--- config.mk ---
export PLATFORM = sky130hd
export DESIGN_NAME = enemy_attack_ctrl
export DESIGN_NICKNAME = d
export VERILOG_FILES = /design/src/rtl/enemy_attack_ctrl.sv
export SDC_FILE = /design/constraint.sdc
export NUM_CORES = 1
export LEC_CHECK = 0
export BUFFER_PORTS_ARGS = -buffer_cell sky130_fd_sc_hd__clkbuf_2
export CAP_MARGIN = 20
export CORE_AREA = 2 2 142 75
export DETAILED_ROUTE_END_ITERATION = 12
export DIE_AREA = 0 0 144 77
export PLACE_DENSITY_LB_ADDON = 0.2
export SLEW_MARGIN = 20
export SYNTH_ARGS = -nofsm -noshare
export SYNTH_HDL_FRONTEND = slang
export SYNTH_SLANG_ARGS = --single-unit
--- constraint.sdc ---
create_clock -name Clk -period 4.9 [get_ports Clk]
set_clock_uncertainty 0.1 [all_clocks]
set_input_delay 0.98 -clock Clk [delete_from_list [all_inputs] [get_ports Clk]]
set_output_delay 0.98 -clock Clk [all_outputs]
set_load 0.03 [all_outputs]
--- src/rtl/enemy_attack_ctrl.sv ---
// Enemy attack initiator: range-gated windup/strike/cooldown FSM stepped on game-frame ticks,
// with a strike strobe to gamelogic, enemy facing for sprites and a saturating strike counter.
module enemy_attack_ctrl #(
  parameter logic [8:0] RANGE           = 9'd20,
  parameter logic [7:0] WINDUP_FRAMES   = 8'd15,
  parameter logic [7:0] COOLDOWN_FRAMES = 8'd45
) (
  input  logic       Clk,
  input  logic       Reset_n,
  input  logic       game_frame_clk_rising_edge,
  input  logic [8:0] Player_X,
  input  logic [8:0] Player_Y,
  input  logic [8:0] Enemy_X,
  input  logic [8:0] Enemy_Y,
  input  logic       Enemy_Alive,
  output logic       Enemy_Attack_On,
  output logic [1:0] Enemy_State,
  output logic [1:0] Enemy_Direction,
  output logic [7:0] Attack_Count
);

  localparam int unsigned POS_W = 9;
  localparam int unsigned CNT_W = 8;

  typedef enum logic [1:0] {
    IDLE     = 2'd0,
    WINDUP   = 2'd1,
    STRIKE   = 2'd2,
    COOLDOWN = 2'd3
  } state_t;

  state_t             state_q, state_d;
  logic [CNT_W-1:0]   cnt_q, cnt_d;
  logic [CNT_W-1:0]   count_q, count_d;
  logic [1:0]         dir_q, dir_d;
  logic [POS_W-1:0]   dx, dy;
  logic               in_range;
  logic [1:0]         facing;
  logic               tick;

  assign tick = game_frame_clk_rising_edge;

  // Unsigned magnitudes: subtract the smaller coordinate so nothing wraps.
  assign dx = (Player_X >= Enemy_X) ? POS_W'(Player_X - Enemy_X) : POS_W'(Enemy_X - Player_X);
  assign dy = (Player_Y >= Enemy_Y) ? POS_W'(Player_Y - Enemy_Y) : POS_W'(Enemy_Y - Player_Y);
  assign in_range = (dx <= RANGE) && (dy <= RANGE);

  // Dominant axis picks facing; ties (including equal positions) resolve horizontally.
  always_comb begin
    facing = 2'd3;
    if (dx >= dy) begin
      facing = (Player_X < Enemy_X) ? 2'd1 : 2'd3;
    end else begin
      facing = (Player_Y > Enemy_Y) ? 2'd0 : 2'd2;
    end
  end

  always_ff @(posedge Clk or negedge Reset_n) begin
    if (!Reset_n) begin
      state_q <= IDLE;
      cnt_q   <= '0;
      count_q <= '0;
      dir_q   <= 2'd0;
    end else begin
      state_q <= state_d;
      cnt_q   <= cnt_d;
      count_q <= count_d;
      dir_q   <= dir_d;
    end
  end

  // Next state; a dead enemy overrides every transition, tick or not.
  always_comb begin
    state_d = state_q;
    cnt_d   = cnt_q;
    count_d = count_q;
    dir_d   = dir_q;
    if (!Enemy_Alive) begin
      state_d = IDLE;
      cnt_d   = '0;
    end else if (tick) begin
      dir_d = facing;
      case (state_q)
        IDLE: begin
          if (in_range) begin
            state_d = WINDUP;
            cnt_d   = '0;
          end
        end
        WINDUP: begin
          if (!in_range) begin
            state_d = IDLE;
            cnt_d   = '0;
          end else if (cnt_q == CNT_W'(WINDUP_FRAMES - 8'd1)) begin
            state_d = STRIKE;
            cnt_d   = '0;
            if (count_q != 8'd255) begin
              count_d = CNT_W'(count_q + 8'd1);
            end
          end else begin
            cnt_d = CNT_W'(cnt_q + 8'd1);
          end
        end
        STRIKE: begin
          state_d = COOLDOWN;
          cnt_d   = '0;
        end
        COOLDOWN: begin
          if (cnt_q == CNT_W'(COOLDOWN_FRAMES - 8'd1)) begin
            state_d = IDLE;
            cnt_d   = '0;
          end else begin
            cnt_d = CNT_W'(cnt_q + 8'd1);
          end
        end
        default: begin
          state_d = IDLE;
          cnt_d   = '0;
        end
      endcase
    end
  end

  // Strike strobe is gated by Alive so it drops in the same cycle the enemy dies.
  assign Enemy_Attack_On = (state_q == STRIKE) && Enemy_Alive;
  assign Enemy_State     = state_q;
  assign Enemy_Direction = dir_q;
  assign Attack_Count    = count_q;

endmodule

=== Yosys cells after proc, flatten, opt, wreduce, memory -nomap -nowiden ===
Index checks and enable logic that the tools add are counted.
W data, S select, Z words.

* Add/subtract/negate cells: 6
* $lt $le $gt $ge: 7
* Equal/unequal tests: 10
* Multiplexer cells: 19
* Reduce and logical (&&, ||, !) cells: 7

{| class="wikitable"
|+ Operators by type and width
! cell !! number
|-
| $mux W8 || 6
|-
| $sub A9 B9 Y9 || 4
|-
| $pmux W8 S4 || 1
|-
| $ge A9 B9 Y1 || 3
|-
| $le A9 B5 Y1 const B || 2
|-
| $mux W2 || 9
|-
| $mux W9 || 2
|-
| $add A8 B1 Y8 const B || 2
|-
| $gt A9 B9 Y1 || 1
|-
| $lt A9 B9 Y1 || 1
|-
| $eq A8 B4 Y1 const B || 1
|-
| $eq A8 B6 Y1 const B || 1
|-
| $ne A8 B8 Y1 const B || 1
|-
| $pmux W2 S4 || 1
|-
| $ne A3 B3 Y1 const B || 2
|-
| $reduce_and A6 Y1 || 1
|-
| $eq A2 B2 Y1 const B || 2
|-
| $ne A4 B4 Y1 const B || 1
|-
| $reduce_and A2 Y1 || 2
|-
| $reduce_and A4 Y1 || 1
|-
| $eq A2 B1 Y1 const B || 1
|-
| $logic_and A1 B1 Y1 || 2
|-
| $logic_not A2 Y1 || 1
|-
| $ne A2 B2 Y1 const B || 1
|}

* Register bits after elaboration: 20
* Output and inout bits: 13
* Logic and storage cells: 53

=== Longest topological paths before layout ===
* Depth in word-level cells: 8
* Mapped depth: 20

=== Worst setup path after synthesis ===
Ideal clock, no wire load.

* Kind: input-to-reg
* From: in Player_Y[1]
* To: reg dir_q[1] (netlist: Enemy_Direction[1])
* Setup time: 94 ps
* Data arrival time: 4418 ps
* Required time: 4706 ps
* Setup slack: 288 ps
* Stages: 16
* Path through: inv_1 -> ha_1 -> nor2b_1 -> o2111ai_1 -> a211oi_2 -> nor3_4 -> mux2_2 -> xnor2_1 -> ha_1 -> inv_1 -> or3_1 -> a2111oi_0 -> nor4_1 -> nor3_1 -> a2111oi_0 -> a211oi_1

* Word-level cells in the longest chain between the ends: 4
* Elaborated cells on any way between the ends: 8
* Those cells by class: add/sub: 2; order compare: 3; mux: 3

{| class="wikitable"
|+ Ends and longest elaborated chain
! item !! RTL line !! RTL
|-
| start, declared || 12 || <nowiki>input logic [8:0] Player_Y,</nowiki>
|-
| $sub A9 B9 Y9 or $ge A9 B9 Y1 (tied branches) || 45 || <nowiki>assign dy = (Player_Y >= Enemy_Y) ? POS_W'(Player_Y - Enemy_Y) : POS_W'(Enemy_Y - Player_Y);</nowiki>
|-
| $mux W9 || 45 ||
|-
| $ge A9 B9 Y1 || 51 || <nowiki>if (dx >= dy) begin</nowiki>
|-
| $mux W2 * || 51 ||
|-
| end signal, assigned || 68 || <nowiki>dir_q <= dir_d;</nowiki>
|-
| end, declared || 35 || <nowiki>logic [1:0] dir_q, dir_d;</nowiki>
|}

Mark *: on every way between the ends. The rest lies on a longest branch, timed or not.
A chain may end at the register's enable or synchronous reset.

=== Worst setup path after layout ===
* From: in Player_Y[1]
* To: reg dir_q[0] (netlist: Enemy_Direction[0])

* Word-level cells in the longest chain between the ends: 4
* Elaborated cells on any way between the ends: 6
* Those cells by class: add/sub: 2; order compare: 2; mux: 2

{| class="wikitable"
|+ Ends and longest elaborated chain
! item !! RTL line
|-
| $sub A9 B9 Y9 or $ge A9 B9 Y1 (tied branches) || 45
|-
| $mux W9 * || 45
|-
| $ge A9 B9 Y1 * || 51
|-
| $mux W2 * || 51
|}

Marked as above.

==> run summary <==
The run finished with clean final reports. The antenna diode count is 0. The netlist uses 61 different library cells. The die is 144 um wide. Of the post-synthesis cell area, the dominant cell type holds 17.5%. By area, the combinational part of the netlist is dominated by compound AO/OA/AOI/OAI gates. The peak supply drop is 0.103 mV.

In this run the clock root is driven by a clkbuf_16. The worst setup path is launched from an input port. The top cell types in the final layout, fill and taps aside, are inv_1 (54), clkbuf_2 (52), ha_1 (44). Across the run, the number of max-cap violations was 0.

The number of standard-cell rows in the floorplan came out at 26. After layout, the worst setup slack is 0.242 ns. The total of hold buffers inserted after clock tree synthesis is 0. The headroom to the max-slew limit came out at 63.5%. The depth of the most critical reg-to-reg path is 8. The total power density per cell area is 217 nW/um2. Summing all placed instances gives a cell area of 3700 um2.

The number of endpoints with negative hold slack in the final report is 0. The number of input and output port buffers inserted came out at 52. The type of destination of the critical path is a flip-flop.

The startpoint of the worst hold path is Attack_Count[6]. The worst-case hold path end point is Attack_Count[6]. The critical path required time is 4.95 ns. The share of cells above drive strength 1 came out at 20.8%. The initial core utilization came out at 32.0%. The remaining number of nets flagged by the antenna check after routing is 0. The cell type group with the largest total delay on the critical path is simple AND/OR/NAND/NOR gates. The endpoint of the lowest-slack register-to-register path is cnt_q[4]. The number of nets handed over by synthesis was 497. Summing over every cut layer, the via total after detailed routing is 3182. The final core area utilization is 38.7%. The number of sinks on the clock net came out at 20.

The clock reaches the later pin of the worst-skew pair after 0.26 ns. The longest clock path from root to sink contains 2 buffers. In this run the register-to-register setup slack is 2.69 ns. The detailed-routing iteration count for the pre-antenna-repair pass came out at 5.

The total count of max-transition violations in the final report is 0. The critical path goes through clkbuf_2 > inv_1 > ha_1 > nor2b_1 > o2111ai_1 > a211oi_2 > nor3_4 > mux2_1 > mux2i_2 > ha_1 > a21o_1 > a21o_1 > nor2_1 > nand3b_1 > nor4_1 > nor3_2 > buf_4 > mux2_2. TritonCTS built the clock tree. The die height came out at 77 um. The combined area of all synthesized cells came out at 3150 um2. Yosys printed 0 warnings. The via count of the first global-routing pass came out at 2919. The routed via count divided by cell count came out at 5.17. The hold path depth is 1. After synthesis, the cell types taking the most area are ha_1 (17%), dfrtp_1 (16%), inv_1 (6.4%). The number of enable-type register cells in the synthesized netlist is 0. The signal arrival time at the worst endpoint came out at 4.70 ns.

For this run, the top clock speed supported by timing is 0.215 GHz. The most common cell after layout, fill and taps aside is inv_1. The area fraction in and, or, nand and nor cells after synthesis is 22.5%.

The sum of internal, switching and leakage power came out at 0.830 mW. The peak fanout along the critical path is 5. The part of the cycle the worst path needs came out at 95.1%. The prevailing post-synth register cell is dfrtp_1. The cell leakage power is 2.00 nW. Summed over all failing endpoints, the final setup total negative slack is 0 ns. The mux cell area share after synthesis came out at 4.37%. In this run the count of I/O pins placed on the die edge is 53. Synthesis inferred 20 register bits. The largest stage delay on the critical path came out at 0.37 ns. At the end of routability-driven placement, the weighted congestion stood at 0.915. The global routing usage summed across all routing layers came out at 16.2%. The slew at the pin closest to its max-slew limit came out at 0.548 ns. The post-synthesis compound-gate area fraction is 26.0%.

The clock period could shrink to 4.66 ns. Summed over all layers, the routed wires come to 8890 um. The clock transition at the register clock pins on the worst setup and hold paths after CTS is 0.06 ns. Setup repair after global routing could not meet its margin everywhere.

Counting both buffers and inverters, the worst setup path holds a total of 3. The core area came out at 9860 um2. The synthesized netlist devotes 20.0% of its cell area to adder and majority cells. The share of flip-flops with an asynchronous set or reset after synthesis is 100%.

The path type of the worst setup path is in -> reg. The die covers 11100 um2. The largest net degree at the start of global routing came out at 21. The detailed placement HPWL came out at 7390 um. Sequential cells were found to cover 15.9% of the synthesized design area. The area growth from synthesis to final layout came out at 21.2%.

The remaining global-route overflow is 0. The design area came out at 3820 um2. The path class of the tightest hold or removal check is reg -> reg. The slowest stage of the critical path is the mux2_1 cell. The xor/xnor share of the synthesized area is 3.06%. The first global-routing pass estimated 14600 um of wire. Summed over all instances, the cell type with the most area after synthesis is ha_1. The number of buffers created by CTS is 3. In this run, the number of DRC markers left after iteration 0 of detailed routing was 352. In this run the number of H-tree levels came out at 1. The final-stage net count came out at 564. The worst-case setup slack after placement is -0.276 ns. The per-instance average area after synthesis came out at 7.70 um2. The worst register-to-register path begins at cnt_q[4]. After detailed routing, the number of remaining DRC violations is 0. Setup violations remaining at the end of the flow were counted as 0. In the synthesized netlist, the number of instances is 409. The average wire length per cell after detail routing came out at 14.5 um. The initial antenna violation count was 0.
flip-flops by register name, indices dropped and copies added, names as in the netlist:
register and count:
cnt_q 8, Enemy_State 2, Enemy_Direction 2, Attack_Count 8
cell usage after synthesis (all sizes together), types with 7 or more instances:
master / n
a21oi: 23
inv: 54
nand3: 18
nor2: 26
nor2b: 12
dfrtp: 20
mux2i: 7
xor2: 7
nand4: 11
nor3: 8
nand2: 30
and3: 8
o21ai: 22
a21o: 21
ha: 44
how the worst max path moves through the flow:
stage	from	end	slack, ns	cells past startpoint
final	Player_Y[1]	Enemy_Direction[0]	0.24	18
after global routing	Player_Y[0]	cnt_q[6]	-0.007	18
after CTS	Player_Y[1]	Enemy_Direction[1]	0.02	17
after detailed placement	Player_Y[1]	Enemy_Direction[1]	-0.28	17
after global placement	Player_Y[0]	Attack_Count[1]	-0.06	17
after floorplan	Player_Y[1]	Enemy_Direction[1]	0.29	16
cell families after synthesis:
| group | Yosys count |
|---|---|
| compound gates | 115 |
| xor+xnor | 11 |
| fa+ha+maj | 48 |
| buf+inv | 66 |
| flops | 20 |
| mux | 13 |
| simple gates | 136 |
metrics by stage:
| stage | cells | hold WS [ns] |
|---|---|---|
| floorplan | 409 | 0.392 |
| global placement | 611 | 0.379 |
| detailed placement | 611 | 0.380 |
| CTS | 615 | 0.401 |
| global route | 615 | 0.430 |
| finish | 615 | 0.403 |
timing repair:
item	in CTS	in global routing
hold endpoints to repair	0	0
resized for setup	0	9
setup endpoints to repair	0	17
setup buffers	0	0
worst reg2reg max path: stages, from the launching register on:
cell,delay [ns]
dfrtp_1,0.43
nor4_1,0.36
and3b_1,0.26
inv_1,0.06
nand4b_1,0.14
o31ai_4,0.07
buf_4,0.17
a221o_1,0.29
a22o_1,0.22
metal layers:
| metal | vias up | routed length [um] | GRT usage, % |
|---|---|---|---|
| li1 | 1614 | - | - |
| met1 | 1454 | 4990 | 27.8 |
| met2 | 110 | 3320 | 21.0 |
| met3 | 4 | 549 | 2.19 |
| met4 | 0 | 32 | 1.76 |
| met5 | - | 0 | 0 |
report_power, final:
group	internal [mW]	switching, mW	leakage (nW)	total, mW
combinational	0.194	0.265	1.68	0.460
sequential	0.172	0.00498	0.275	0.177
clock	0.125	0.0681	0.0442	0.193
final cells by class:
cell class / count / area, um2
repair buffers: 74 / 425
multi-input cells: 323 / 2430
clock buffers: 4 / 88.8
well taps: 140 / 175
fillers: 1052 / 6040
inverters: 54 / 203
flip-flops and latches: 20 / 500
Note: power is estimated with default switching activity, not from simulation.
